## config.mk

```make
export PLATFORM = sky130hd
export DESIGN_NAME = bola_nave_ctrl_flat
export DESIGN_NICKNAME = d
export VERILOG_FILES = /design/src/rtl/bola_nave_if.sv /design/src/rtl/bola_nave_ctrl.sv /design/src/flat_wrapper.sv
export SDC_FILE = /design/constraint.sdc
export NUM_CORES = 1
export LEC_CHECK = 0
export CAP_MARGIN = 20
export CORE_ASPECT_RATIO = 0.8
export CORE_MARGIN = 2
export CORE_UTILIZATION = 28
export DETAILED_ROUTE_END_ITERATION = 10
export GPL_TIMING_DRIVEN = 0
export SLEW_MARGIN = 20
export SYNTH_ARGS = -nofsm -noshare
export SYNTH_HDL_FRONTEND = slang
export SYNTH_SLANG_ARGS = --single-unit
```

## constraint.sdc

```tcl
create_clock -name CLOCK_50 -period 2.2 [get_ports CLOCK_50]
set_input_delay 0.44 -clock CLOCK_50 [delete_from_list [all_inputs] [get_ports CLOCK_50]]
set_output_delay 0.44 -clock CLOCK_50 [all_outputs]
set_load 0.02 [all_outputs]
```

## src/rtl/bola_nave_if.sv

```systemverilog
// bola_nave_if: control/status bundle between the game logic and the player-shot controller.
//   reiniciarJogo, pausa, disparo, nave_x, nave_y, acerto : game side -> controller
//   bola_nave_x, bola_nave_y, ativa, acertos              : controller -> game side
//   master = game/ship side, slave = bola_nave_ctrl
interface bola_nave_if;
    logic       reiniciarJogo;
    logic       pausa;
    logic       disparo;
    logic [9:0] nave_x;
    logic [9:0] nave_y;
    logic       acerto;
    logic [9:0] bola_nave_x;
    logic [9:0] bola_nave_y;
    logic       ativa;
    logic [7:0] acertos;
    modport master (
        output reiniciarJogo, pausa, disparo, nave_x, nave_y, acerto,
        input  bola_nave_x, bola_nave_y, ativa, acertos
    );
    modport slave (
        input  reiniciarJogo, pausa, disparo, nave_x, nave_y, acerto,
        output bola_nave_x, bola_nave_y, ativa, acertos
    );
endinterface

```

## src/rtl/bola_nave_ctrl.sv

```systemverilog
// bola_nave_ctrl: player shot launcher/mover with hit counter and post-shot cooldown.
//   CLOCK_50 : clock, everything on posedge
//   reset    : synchronous active-high clear
//   bus      : bola_nave_if.slave (restart, pause, fire, ship position, hit in; shot position,
//              ativa, acertos out; all outputs registered)
//   Optional BOLA_AUTOFIRE_EN: a held fire level launches from IDLE instead of a rising edge.
module bola_nave_ctrl #(
    parameter int DIV_MV         = 500000,
    parameter int VEL            = 4,
    parameter int OFFSET_X       = 16,
    parameter int COOLDOWN_TICKS = 8
) (
    input logic        CLOCK_50,
    input logic        reset,
    bola_nave_if.slave bus
);
    localparam int CW = $clog2(DIV_MV);
    localparam int DW = $clog2(COOLDOWN_TICKS + 1);
    typedef enum logic [1:0] {IDLE, VOANDO, RECARGA} state_t;
    state_t        state_q;
    logic [CW-1:0] cnt_q;
    logic [DW-1:0] cd_q;
    logic [9:0]    x_q, y_q;
    logic [7:0]    acertos_q;
    logic          ativa_q, disp_q;
    logic          tick, mv, fire;
    logic [10:0]   sx;
    always_comb begin
        tick = cnt_q == CW'(DIV_MV - 1);
        mv   = tick & ~bus.pausa;
        // 11-bit sum so a ship near x=1023 still clamps instead of wrapping
        sx   = {1'b0, bus.nave_x} + 11'(OFFSET_X);
`ifdef BOLA_AUTOFIRE_EN
        fire = bus.disparo;
`else
        fire = bus.disparo & ~disp_q;
`endif
    end
    always_ff @(posedge CLOCK_50) begin
        if (reset | bus.reiniciarJogo) begin
            state_q   <= IDLE;
            cnt_q     <= '0;
            cd_q      <= '0;
            x_q       <= 10'd0;
            y_q       <= 10'd1023;
            ativa_q   <= 1'b0;
            acertos_q <= 8'd0;
            disp_q    <= 1'b0;
        end else begin
            cnt_q  <= tick ? '0 : cnt_q + CW'(1);
            disp_q <= bus.disparo;
            case (state_q)
                IDLE: if (fire & ~bus.pausa) begin
                    state_q <= VOANDO;
                    x_q     <= sx > 11'd639 ? 10'd639 : sx[9:0];
                    y_q     <= bus.nave_y;
                    ativa_q <= 1'b1;
                end
                VOANDO: if (bus.acerto | (mv & (y_q < 10'(VEL)))) begin
                    // a hit on the same cycle as the top exit is still counted
                    state_q <= RECARGA;
                    x_q     <= 10'd0;
                    y_q     <= 10'd1023;
                    ativa_q <= 1'b0;
                    cd_q    <= DW'(COOLDOWN_TICKS);
                    if (bus.acerto && acertos_q != 8'hFF) acertos_q <= acertos_q + 8'd1;
                end else if (mv) begin
                    y_q <= y_q - 10'(VEL);
                end
                RECARGA: if (mv) begin
                    cd_q <= cd_q - DW'(1);
                    if (cd_q == DW'(1)) state_q <= IDLE;
                end
                default: state_q <= IDLE;
            endcase
        end
    end
    assign bus.bola_nave_x = x_q;
    assign bus.bola_nave_y = y_q;
    assign bus.ativa       = ativa_q;
    assign bus.acertos     = acertos_q;
endmodule

```

## src/flat_wrapper.sv

```systemverilog
// flat-port wrapper written by rule: the top's interface ports become plain ports
module bola_nave_ctrl_flat 
#(
    parameter int DIV_MV         = 500000,
    parameter int VEL            = 4,
    parameter int OFFSET_X       = 16,
    parameter int COOLDOWN_TICKS = 8
)
  (CLOCK_50, reset, bus_reiniciarJogo, bus_pausa, bus_disparo, bus_nave_x, bus_nave_y, bus_acerto, bus_bola_nave_x, bus_bola_nave_y, bus_ativa, bus_acertos);
  bola_nave_if bus_i ();
  input logic CLOCK_50;
  input logic reset;
  input wire logic [$bits(bus_i.reiniciarJogo)-1:0] bus_reiniciarJogo;
  input wire logic [$bits(bus_i.pausa)-1:0] bus_pausa;
  input wire logic [$bits(bus_i.disparo)-1:0] bus_disparo;
  input wire logic [$bits(bus_i.nave_x)-1:0] bus_nave_x;
  input wire logic [$bits(bus_i.nave_y)-1:0] bus_nave_y;
  input wire logic [$bits(bus_i.acerto)-1:0] bus_acerto;
  output wire logic [$bits(bus_i.bola_nave_x)-1:0] bus_bola_nave_x;
  output wire logic [$bits(bus_i.bola_nave_y)-1:0] bus_bola_nave_y;
  output wire logic [$bits(bus_i.ativa)-1:0] bus_ativa;
  output wire logic [$bits(bus_i.acertos)-1:0] bus_acertos;
  assign bus_i.reiniciarJogo = bus_reiniciarJogo;
  assign bus_i.pausa = bus_pausa;
  assign bus_i.disparo = bus_disparo;
  assign bus_i.nave_x = bus_nave_x;
  assign bus_i.nave_y = bus_nave_y;
  assign bus_i.acerto = bus_acerto;
  assign bus_bola_nave_x = bus_i.bola_nave_x;
  assign bus_bola_nave_y = bus_i.bola_nave_y;
  assign bus_ativa = bus_i.ativa;
  assign bus_acertos = bus_i.acertos;
  bola_nave_ctrl #(.DIV_MV(DIV_MV), .VEL(VEL), .OFFSET_X(OFFSET_X), .COOLDOWN_TICKS(COOLDOWN_TICKS)) u_core (.CLOCK_50(CLOCK_50), .reset(reset), .bus(bus_i));
endmodule
```

==> flow_summary.json, run 1 <==
{
  "setup_violations": 0,
  "die_w_um": 116,
  "cts_tree": "yes",
  "fp.coreArea_um2": 9730,
  "row_count": 32,
  "synth_common_cells": "dfxtp_1, nor2_1, xnor2_1, o21ai_0, inv_1",
  "clock_tree.buffer_depth": 2,
  "hold_violations": 0,
  "drive_above_1_share_pct": 9.98,
  "place_inst": 525,
  "synth_top_area_share_pct": 39.0,
  "worst_slew_pin_slew_ns": 0.730,
  "cp_num_buf_inv": 2,
  "insertion_delay_ns": 0.29,
  "clock-sinks": 55,
  "dpl_cell_area_um2": 3520,
  "maxSlewHeadroom_pct": 51.1,
  "yosys-top-cells-area": "dfxtp_1, nor2_1, xnor2_1",
  "internal_power_mw": 1.69,
  "syn-instance-count": 336,
  "clockRootBuffer": "clkbuf_16",
  "hp-class": "in -> reg",
  "drtAntennaViolNets": 0,
  "synth-seq-area-share_pct": 39.0,
  "antenna_found_initial": 0,
  "io_buffers": 53,
  "yosysWarnings": 0,
  "clkTransAtPathRegs_ns": 0.07,
  "fin_cells": 537,
  "ir_drop_uv": 292,
  "p_switching_uw": 506,
  "drc": 0,
  "comb_power_share_pct": 10.7,
  "path_cells": "or4_4, nor4_4, buf_4, a211oi_2, or2_0, buf_2, o31a_1",
  "critical_path_required_ns": 2.39,
  "ios": 55,
  "fin_crit_ns": 2.09,
  "synth.avg_cell_area_um2": 8.40,
  "fmax_mhz": 479,
  "synth_ff_type": "dfxtp_1",
  "pre_cts_slack_ns": -0.658,
  "swShare_pct": 23.0,
  "insertedDiodeCount": 0,
  "cp_top_family": "simple AND/OR/NAND/NOR gates",
  "setup.worst_path.start_class": "flop",
  "via_per_inst": 5.03,
  "syn_to_final_growth_pct": 35.4,
  "grt_max_degree": 18,
  "crit_fanout": 6,
  "use_met2_pct": 21.8,
  "routed_wirelength_um": 7530,
  "vias": 2700,
  "start_util_pct": 29.0,
  "rsz0062_at_grt": "no",
  "whs_ns": 0.441,
  "htreeDepth": 2,
  "grt_pass1_vias": 2638,
  "power-per-cell-area_nw_per_um2": 576,
  "synth_area_um2": 2820,
  "max-cap-violations": 0,
  "first_pass_iters": 6,
  "place_hpwl_um": 5520,
  "p_leak_nw": 1.31,
  "status": "finished clean",
  "critPathKind": "reg -> reg",
  "wl_per_cell_um": 14.0,
  "place_congestion": 0.840,
  "grt_pass1_wl_um": 12500,
  "synth_edf_count": 0,
  "drt_iter0_markers": 167,
  "cts_made_buffers": 5,
  "top_usage_layer": "met2",
  "nNetsFinal": 433,
  "drv_slew": 0,
  "met3_usage_pct": 3.29,
  "yosysMostFrequentCell": "dfxtp_1",
  "cp_data_arrival_time_ns": 2.27,
  "skew_ns": 0.00773,
  "ys_ff_latch": 55,
  "grt_overflow_total": 0,
  "total_power_mw": 2.20,
  "design_area_um2": 3820,
  "dieHeight_um": 93.8,
  "track_usage_pct": 14.4,
  "slowest_delay_ns": 0.56,
  "die_area_um2": 10900,
  "worst_slack_ns": 0.111,
  "syn_nets": 369,
  "synth_largest_area_cell": "dfxtp_1",
  "crit_path_top_delay_cell": "or4_4",
  "power_frac_seq_pct": 46.5,
  "fin_crit_sh_pct": 95.0,
  "async_reset_ff_share_pct": 0,
  "cp-end-kind": "flop",
  "pwr-share-clk_pct": 42.8,
  "synth_cell_type_count": 53,
  "use_met1_pct": 20.2
}
kinds of logic (layout without fill, tap and decap cells):
logic type	after synthesis	count (layout)	share of synthesized area, %
AO/OA/AOI/OAI	73	73	17.7
adder cells (fa/ha/maj)	7	7	3.10
multiplexers	1	1	0.355
XOR/XNOR	30	30	9.31
flip-flops	55	55	39.0
buffers and inverters	31	96	4.26
AND/OR/NAND/NOR	139	139	26.2
cell type report:
cell class	count	area, um^2
Fill cell	1009	5910
Multi-Input combinational cell	250	1680
Sequential cell	55	1100
Timing Repair Buffer	58	571
Tap cell	136	170
Clock buffer	6	139
Buffer	15	66.3
Inverter	15	56.3
Clock inverter	2	38.8
state kept, by name, indices dropped and copies added, names as in the netlist:
name                    flops
u_core.cnt_q               19
u_core.bus.bola_nave_x     10
u_core.bus.bola_nave_y     10
u_core.bus.acertos          8
u_core.cd_q                 4
u_core.state_q              2
u_core.bus.ativa            1
u_core.disp_q               1
power groups by stage:
stage	registers, mW	logic (mW)	clock network (mW)
floorplan	1.06	0.0976	0
global placement	1.05	0.217	0
detailed placement	1.05	0.219	0
CTS	1.02	0.230	0.967
global route	1.03	0.255	1.01
finish	1.02	0.235	0.943
layout by cell type, fill, tap and decap left out, types with 5 or more instances in the layout:
cell type / count
a21oi_1: 12
a221oi_1: 7
and3_1: 9
clkbuf_1: 8
clkbuf_16: 5
clkdlybuf4s50_1: 49
dfxtp_1: 53
ha_1: 6
inv_1: 15
nand2_1: 11
nand3_1: 14
nand4_1: 8
nor2_1: 49
nor3_1: 11
o211ai_1: 7
o21ai_0: 17
xnor2_1: 20
xor2_1: 10
routing by layer:
layer  part of all wire, %  up-vias
li1                      -     1333
met1                    50     1271
met2                    43       89
met3                   5.6        7
met4                  0.96        0
met5                     0        -
repair_timing:
action / in CTS / in global routing
resized for setup: 12 / 19
hold buffers: 0 / 0
endpoints found under the setup margin: 18 / 39
buffers inserted: 4 / 1
pin swaps: 3 / 2
gates cloned: 0 / 0
worst paths after layout:
kind | depth (start not counted) | slack (ns) | to | start
worst max-delay path | 7 | 0.11 | u_core.bus.bola_nave_y[4] | u_core.cnt_q[10]
worst min-delay path | 2 | 0.44 | u_core.disp_q | bus_disparo
worst max register to register | 7 | 0.11 | u_core.bus.bola_nave_y[4] | u_core.cnt_q[10]
worst min register to register | 1 | 0.47 | u_core.cnt_q[0] | u_core.cnt_q[0]
per-stage QoR:
stage / TNS (ns) / utilization (%)
finish: 0 / 39.3
floorplan: 0 / -
detailed placement: -9.96 / 36.2
CTS: 0 / 38.8
global route: 0 / 39.3
global placement: -9.18 / 36.2
Note: power is estimated with default switching activity, not from simulation.
==> run 2: changes to the inputs <==
- ABC_AREA: default -> 0
- SLEW_MARGIN: 20 -> default
- clock period: 2.2 -> 2.4 ns (I/O delays scaled with it)
==> run 2 against run 1 <==
Highest routed layer unchanged. Wire length down 1.4%. Count of clock-buffer cells in the layout did not move. Combinational power decreased by 11%. Utilization fell by 0.62 points. First-iteration DRC count up 6.0%. Register-to-register slack better by 0.099 ns. Cell area is 1.6% lower. Clock power decreased by 9.0%. Non-clock buffer count down 2.
==> flow_summary.json, run 2 (same netlist as run 1, synthesis figures left out) <==
{
  "hp-start": "u_core.cnt_q[0]",
  "vias": 2683,
  "drt_iter0_markers": 177,
  "place_inst": 525,
  "fp.coreArea_um2": 9730,
  "nNetsFinal": 431,
  "syn_to_final_growth_pct": 33.3,
  "seq_area_um2": 1100,
  "dpl_cell_area_um2": 3520,
  "path_cells": "clkdlybuf4s50_1, ha_2, xnor2_1, nand4b_1, a211oi_4, a311oi_4, buf_4, a221oi_1",
  "clkTransAtPathRegs_ns": 0.07,
  "antenna_found_initial": 0,
  "fin_crit_ns": 2.28,
  "skew_ns": 0.00469,
  "status": "finished clean",
  "regToRegStartpoint": "u_core.state_q[0]",
  "grt_pass1_vias": 2599,
  "drtAntennaViolNets": 0,
  "fin_crit_sh_pct": 95.0,
  "clock_tree.buffer_depth": 2,
  "clockRootBuffer": "clkbuf_16",
  "insertedDiodeCount": 0,
  "max-cap-violations": 0,
  "die_w_um": 116,
  "fmax_mhz": 439,
  "design_area_um2": 3760,
  "io_buffers": 53,
  "row_count": 32,
  "hold_buffers": 0,
  "cts_made_buffers": 5,
  "wl_per_cell_um": 13.9,
  "cp_top_family": "buffers and inverters",
  "drive_above_1_share_pct": 6.77,
  "p_leak_nw": 1.28,
  "use_met2_pct": 21.2,
  "cts_tree": "yes",
  "ios": 55,
  "clock-sinks": 55,
  "power-per-cell-area_nw_per_um2": 533,
  "critPathKind": "in -> reg",
  "hold_violations": 0,
  "slowest_delay_ns": 0.55,
  "crit_fanout": 8,
  "use_met1_pct": 20.2,
  "grt_max_degree": 18,
  "largest_register_ffs": 19,
  "die_area_um2": 10900,
  "grt_pass1_wl_um": 12400,
  "cp_data_arrival_time_ns": 2.47,
  "drc": 0,
  "cp-end-kind": "flop",
  "max_flop_register": "u_core.cnt_q",
  "layout_commonest_cell": "dfxtp_1",
  "critical_path_required_ns": 2.59,
  "drv_slew": 0,
  "top_usage_layer": "met2",
  "ir_drop_uv": 268,
  "track_usage_pct": 14.2,
  "worst_slew_pin_slew_ns": 0.730,
  "place_congestion": 0.840,
  "startpoint": "bus_nave_x[5]",
  "setup_violations": 0,
  "dieHeight_um": 93.8,
  "multi_input_area_um2": 1640,
  "hp-class": "reg -> reg",
  "maxSlewHeadroom_pct": 51.1,
  "fin_cells": 535,
  "met3_usage_pct": 3.29,
  "mostFrequentLayoutCells": "dfxtp_1, clkdlybuf4s50_1, nor2_1",
  "setup.worst_path.start_class": "input pin",
  "routed_wirelength_um": 7420,
  "first_pass_iters": 4,
  "start_util_pct": 29.0,
  "grt_overflow_total": 0,
  "via_per_inst": 5.01,
  "n_fill_cell": 1017,
  "insertion_delay_ns": 0.29,
  "htreeDepth": 2,
  "cp_num_buf_inv": 2,
  "place_hpwl_um": 5520,
  "crit_path_top_delay_cell": "clkdlybuf4s50_1"
}
run 2: timing repair:
action	in CTS	in global routing
resized for setup	2	9
pin swaps	1	2
gates cloned	0	0
buffers inserted	1	2
setup endpoints to repair	8	26
endpoints found under the hold margin	0	0
run 2: area by class of cell:
cell class | count | share of cell area, %
tap | 136 | 4.53
timing repair buffer | 56 | 14.8
clock inverter | 2 | 1.03
multi-input combinational | 250 | 43.5
clock buffer | 6 | 3.69
inverter | 15 | 1.50
sequential | 55 | 29.3
buffer | 15 | 1.66
run 2: power breakdown:
part           leakage, nW  switching, mW  internal [mW]
Sequential           0.445         0.0117          0.926
Clock               0.0875          0.333          0.525
Combinational        0.745          0.111         0.0985
Total                 1.28          0.456           1.55
run 2: path summary, 6_finish.rpt:
kind              cells past startpoint                         to  slack [ns]
setup / recovery                      8  u_core.bus.bola_nave_x[5]        0.12
hold / removal                        1            u_core.cnt_q[0]        0.47
setup reg to reg                      5  u_core.bus.bola_nave_y[9]        0.21
hold reg to reg                       1            u_core.cnt_q[0]        0.47
run 2: layer usage:
layer / vias to the layer above / share of wire [%]
met2: 79 / 43
met3: 5 / 5.5
met1: 1268 / 50
li1: 1331 / -
met4: 0 / 0.92
met5: - / 0
run 2: stage by stage:
| stage | TNS, ns | worst slack, ns | power [mW] | utilization (%) | hold slack [ns] |
|---|---|---|---|---|---|
| after CTS | 0 | 0.0122 | 2.03 | 38.2 | 0.488 |
| after global placement | -4.62 | -0.449 | 1.16 | 36.2 | 0.454 |
| after detailed placement | -5.14 | -0.498 | 1.16 | 36.2 | 0.469 |
| final | 0 | 0.121 | 2.01 | 38.6 | 0.473 |
| after global routing | -0.0221 | -0.0147 | 2.09 | 38.6 | 0.509 |
| after floorplan | 0 | 0.373 | 1.06 | - | 0.426 |
==> run 3: changes to the inputs <==
- CAP_MARGIN: 20 -> default
- CORE_ASPECT_RATIO: 0.8 -> default
- SKIP_CTS_REPAIR_TIMING: default -> 1
==> run 3 against run 2 <==
Combinational power hardly changed. Global-route usage is 0.75 points lower. Final cell count is 1.3% lower. Clock power is 30% lower. Total power is 13% lower. Highest routed layer unchanged. Sequential share of layout area is 0.86 points higher. First-iteration DRC count is 43% lower. Hold slack worse by 0.0039 ns. Critical path depth is 1 lower.
==> flow_summary.json, run 3 (same netlist as run 1, synthesis figures left out) <==
{
  "n_fill_cell": 1031,
  "clockRootBuffer": "clkbuf_8",
  "die_w_um": 104,
  "maxSlewHeadroom_pct": 48.4,
  "fp.coreArea_um2": 9770,
  "wl_per_cell_um": 13.7,
  "grt_max_degree": 16,
  "place_inst": 522,
  "grt_pass1_wl_um": 12200,
  "fin_crit_sh_pct": 95.4,
  "syn_to_final_growth_pct": 29.4,
  "cts_tree": "yes",
  "insertedDiodeCount": 0,
  "slowest_delay_ns": 0.53,
  "routed_wirelength_um": 7210,
  "whs_ns": 0.469,
  "pwr-share-clk_pct": 34.6,
  "drive_above_1_share_pct": 5.06,
  "track_usage_pct": 13.4,
  "max_flop_register": "u_core.cnt_q",
  "antenna_found_initial": 0,
  "cts_made_buffers": 5,
  "crit_path_top_delay_cell": "clkdlybuf4s50_1",
  "rsz0062_at_grt": "no",
  "place_congestion": 0.830,
  "row_count": 36,
  "layout_commonest_cell": "dfxtp_1",
  "path_cells": "clkdlybuf4s50_1, ha_1, xnor2_1, a31o_2, a211oi_4, a311oi_4, a221oi_1",
  "die_area_um2": 10900,
  "cp_num_buf_inv": 1,
  "io_buffers": 53,
  "skew_ns": 0.0122,
  "insertion_delay_ns": 0.31,
  "clock-sinks": 55,
  "fin_cells": 528,
  "hp-start": "u_core.cnt_q[0]",
  "clkTransAtPathRegs_ns": 0.09,
  "vias": 2596,
  "cp-end-kind": "flop",
  "cp.depth": 7,
  "swShare_pct": 23.9,
  "status": "finished clean",
  "seq_area_um2": 1100,
  "place_hpwl_um": 5320,
  "ir_drop_uv": 279,
  "critPathKind": "in -> reg",
  "mostFrequentLayoutCells": "dfxtp_1, clkdlybuf4s50_1, nor2_1",
  "comb_power_share_pct": 11.8,
  "cp_top_family": "compound AO/OA/AOI/OAI gates",
  "r2r-end": "u_core.bus.bola_nave_y[4]",
  "setup.worst_path.start_class": "input pin",
  "fmax_mhz": 437,
  "hp-class": "reg -> reg",
  "clock_tree.buffer_depth": 2,
  "whs_path_depth": 1,
  "start_util_pct": 28.9,
  "htreeDepth": 2,
  "hold_violations": 0,
  "power-per-cell-area_nw_per_um2": 479,
  "p_leak_nw": 1.22,
  "max-cap-violations": 0,
  "power_frac_seq_pct": 53.6,
  "setup_violations": 0,
  "multi_input_area_um2": 1630,
  "nNetsFinal": 428,
  "hold_end": "u_core.cnt_q[0]",
  "r2r_cells": 6,
  "drtAntennaViolNets": 0,
  "first_pass_iters": 4,
  "p_switching_uw": 418,
  "r2r_slack_ns": 0.11,
  "worst_slew_pin_slew_ns": 0.767,
  "drv_slew": 0,
  "grt_pass1_vias": 2443,
  "via_per_inst": 4.92,
  "grt_overflow_total": 0,
  "largest_register_ffs": 19,
  "internal_power_mw": 1.33,
  "dieHeight_um": 104,
  "crit_fanout": 8,
  "drt_iter0_markers": 101,
  "drc": 0,
  "fin_crit_ns": 2.29,
  "cp_data_arrival_time_ns": 2.50,
  "critical_path_required_ns": 2.61,
  "regToRegStartpoint": "u_core.cnt_q[13]",
  "ios": 55
}
==> run 3: metrics by stage <==
stage / setup TNS [ns] / cell area [um^2] / total power, mW / util [%] / setup WS, ns
finish: 0 / 3650 / 1.75 / 37.4 / 0.110
global placement: -4.32 / 3520 / 1.16 / 36.0 / -0.454
detailed placement: -4.51 / 3520 / 1.16 / 36.0 / -0.452
CTS: -0.799 / 3620 / 1.76 / 37.0 / -0.114
floorplan: 0 / 2820 / 1.06 / - / 0.373
global route: 0 / 3650 / 1.83 / 37.4 / 0.00758
==> run 3: worst register-to-register path, delay by kind of cell (launching register included) <==
family	cells	cell delay, ns
simple gates	3	1.16
compound gates	2	0.43
flops	1	0.43
buf+inv	1	0.17
==> run 3: metal layers <==
layer | GRT usage [%] | share of wire (%) | vias to the layer above
met5 | 0 | 0 | -
met4 | 3.76 | 1.0 | 0
met3 | 3.07 | 3.7 | 5
met2 | 21.3 | 46 | 48
met1 | 18.2 | 50 | 1223
li1 | - | - | 1320
==> run 3: worst max path at each step <==
stage / end / slack (ns) / start
after floorplan: u_core.bus.bola_nave_x[0] / 0.37 / bus_pausa
after global placement: u_core.bus.bola_nave_x[3] / -0.45 / bus_pausa
after detailed placement: u_core.bus.bola_nave_x[5] / -0.45 / bus_pausa
after CTS: u_core.bus.bola_nave_x[3] / -0.11 / bus_pausa
after global routing: u_core.bus.bola_nave_y[4] / 0.008 / u_core.cnt_q[13]
final: u_core.bus.bola_nave_x[3] / 0.11 / bus_nave_x[4]
==> run 3: cell type report <==
class | count | share of cell area (%)
buffer | 15 | 1.68
clock buffer | 6 | 1.99
clock inverter | 1 | 0.822
inverter | 15 | 1.54
multi-input combinational | 250 | 44.7
sequential | 55 | 30.1
tap | 133 | 4.56
timing repair buffer | 53 | 14.5
==> run 3: power by group through the flow <==
stage,Combinational [mW],Sequential (mW),Clock [mW]
5_1_grt,0.226,0.940,0.661
4_1_cts,0.202,0.938,0.621
3_3_place_gp,0.198,0.959,0
2_1_floorplan,0.0894,0.969,0
6_report,0.206,0.938,0.604
3_5_place_dp,0.200,0.959,0
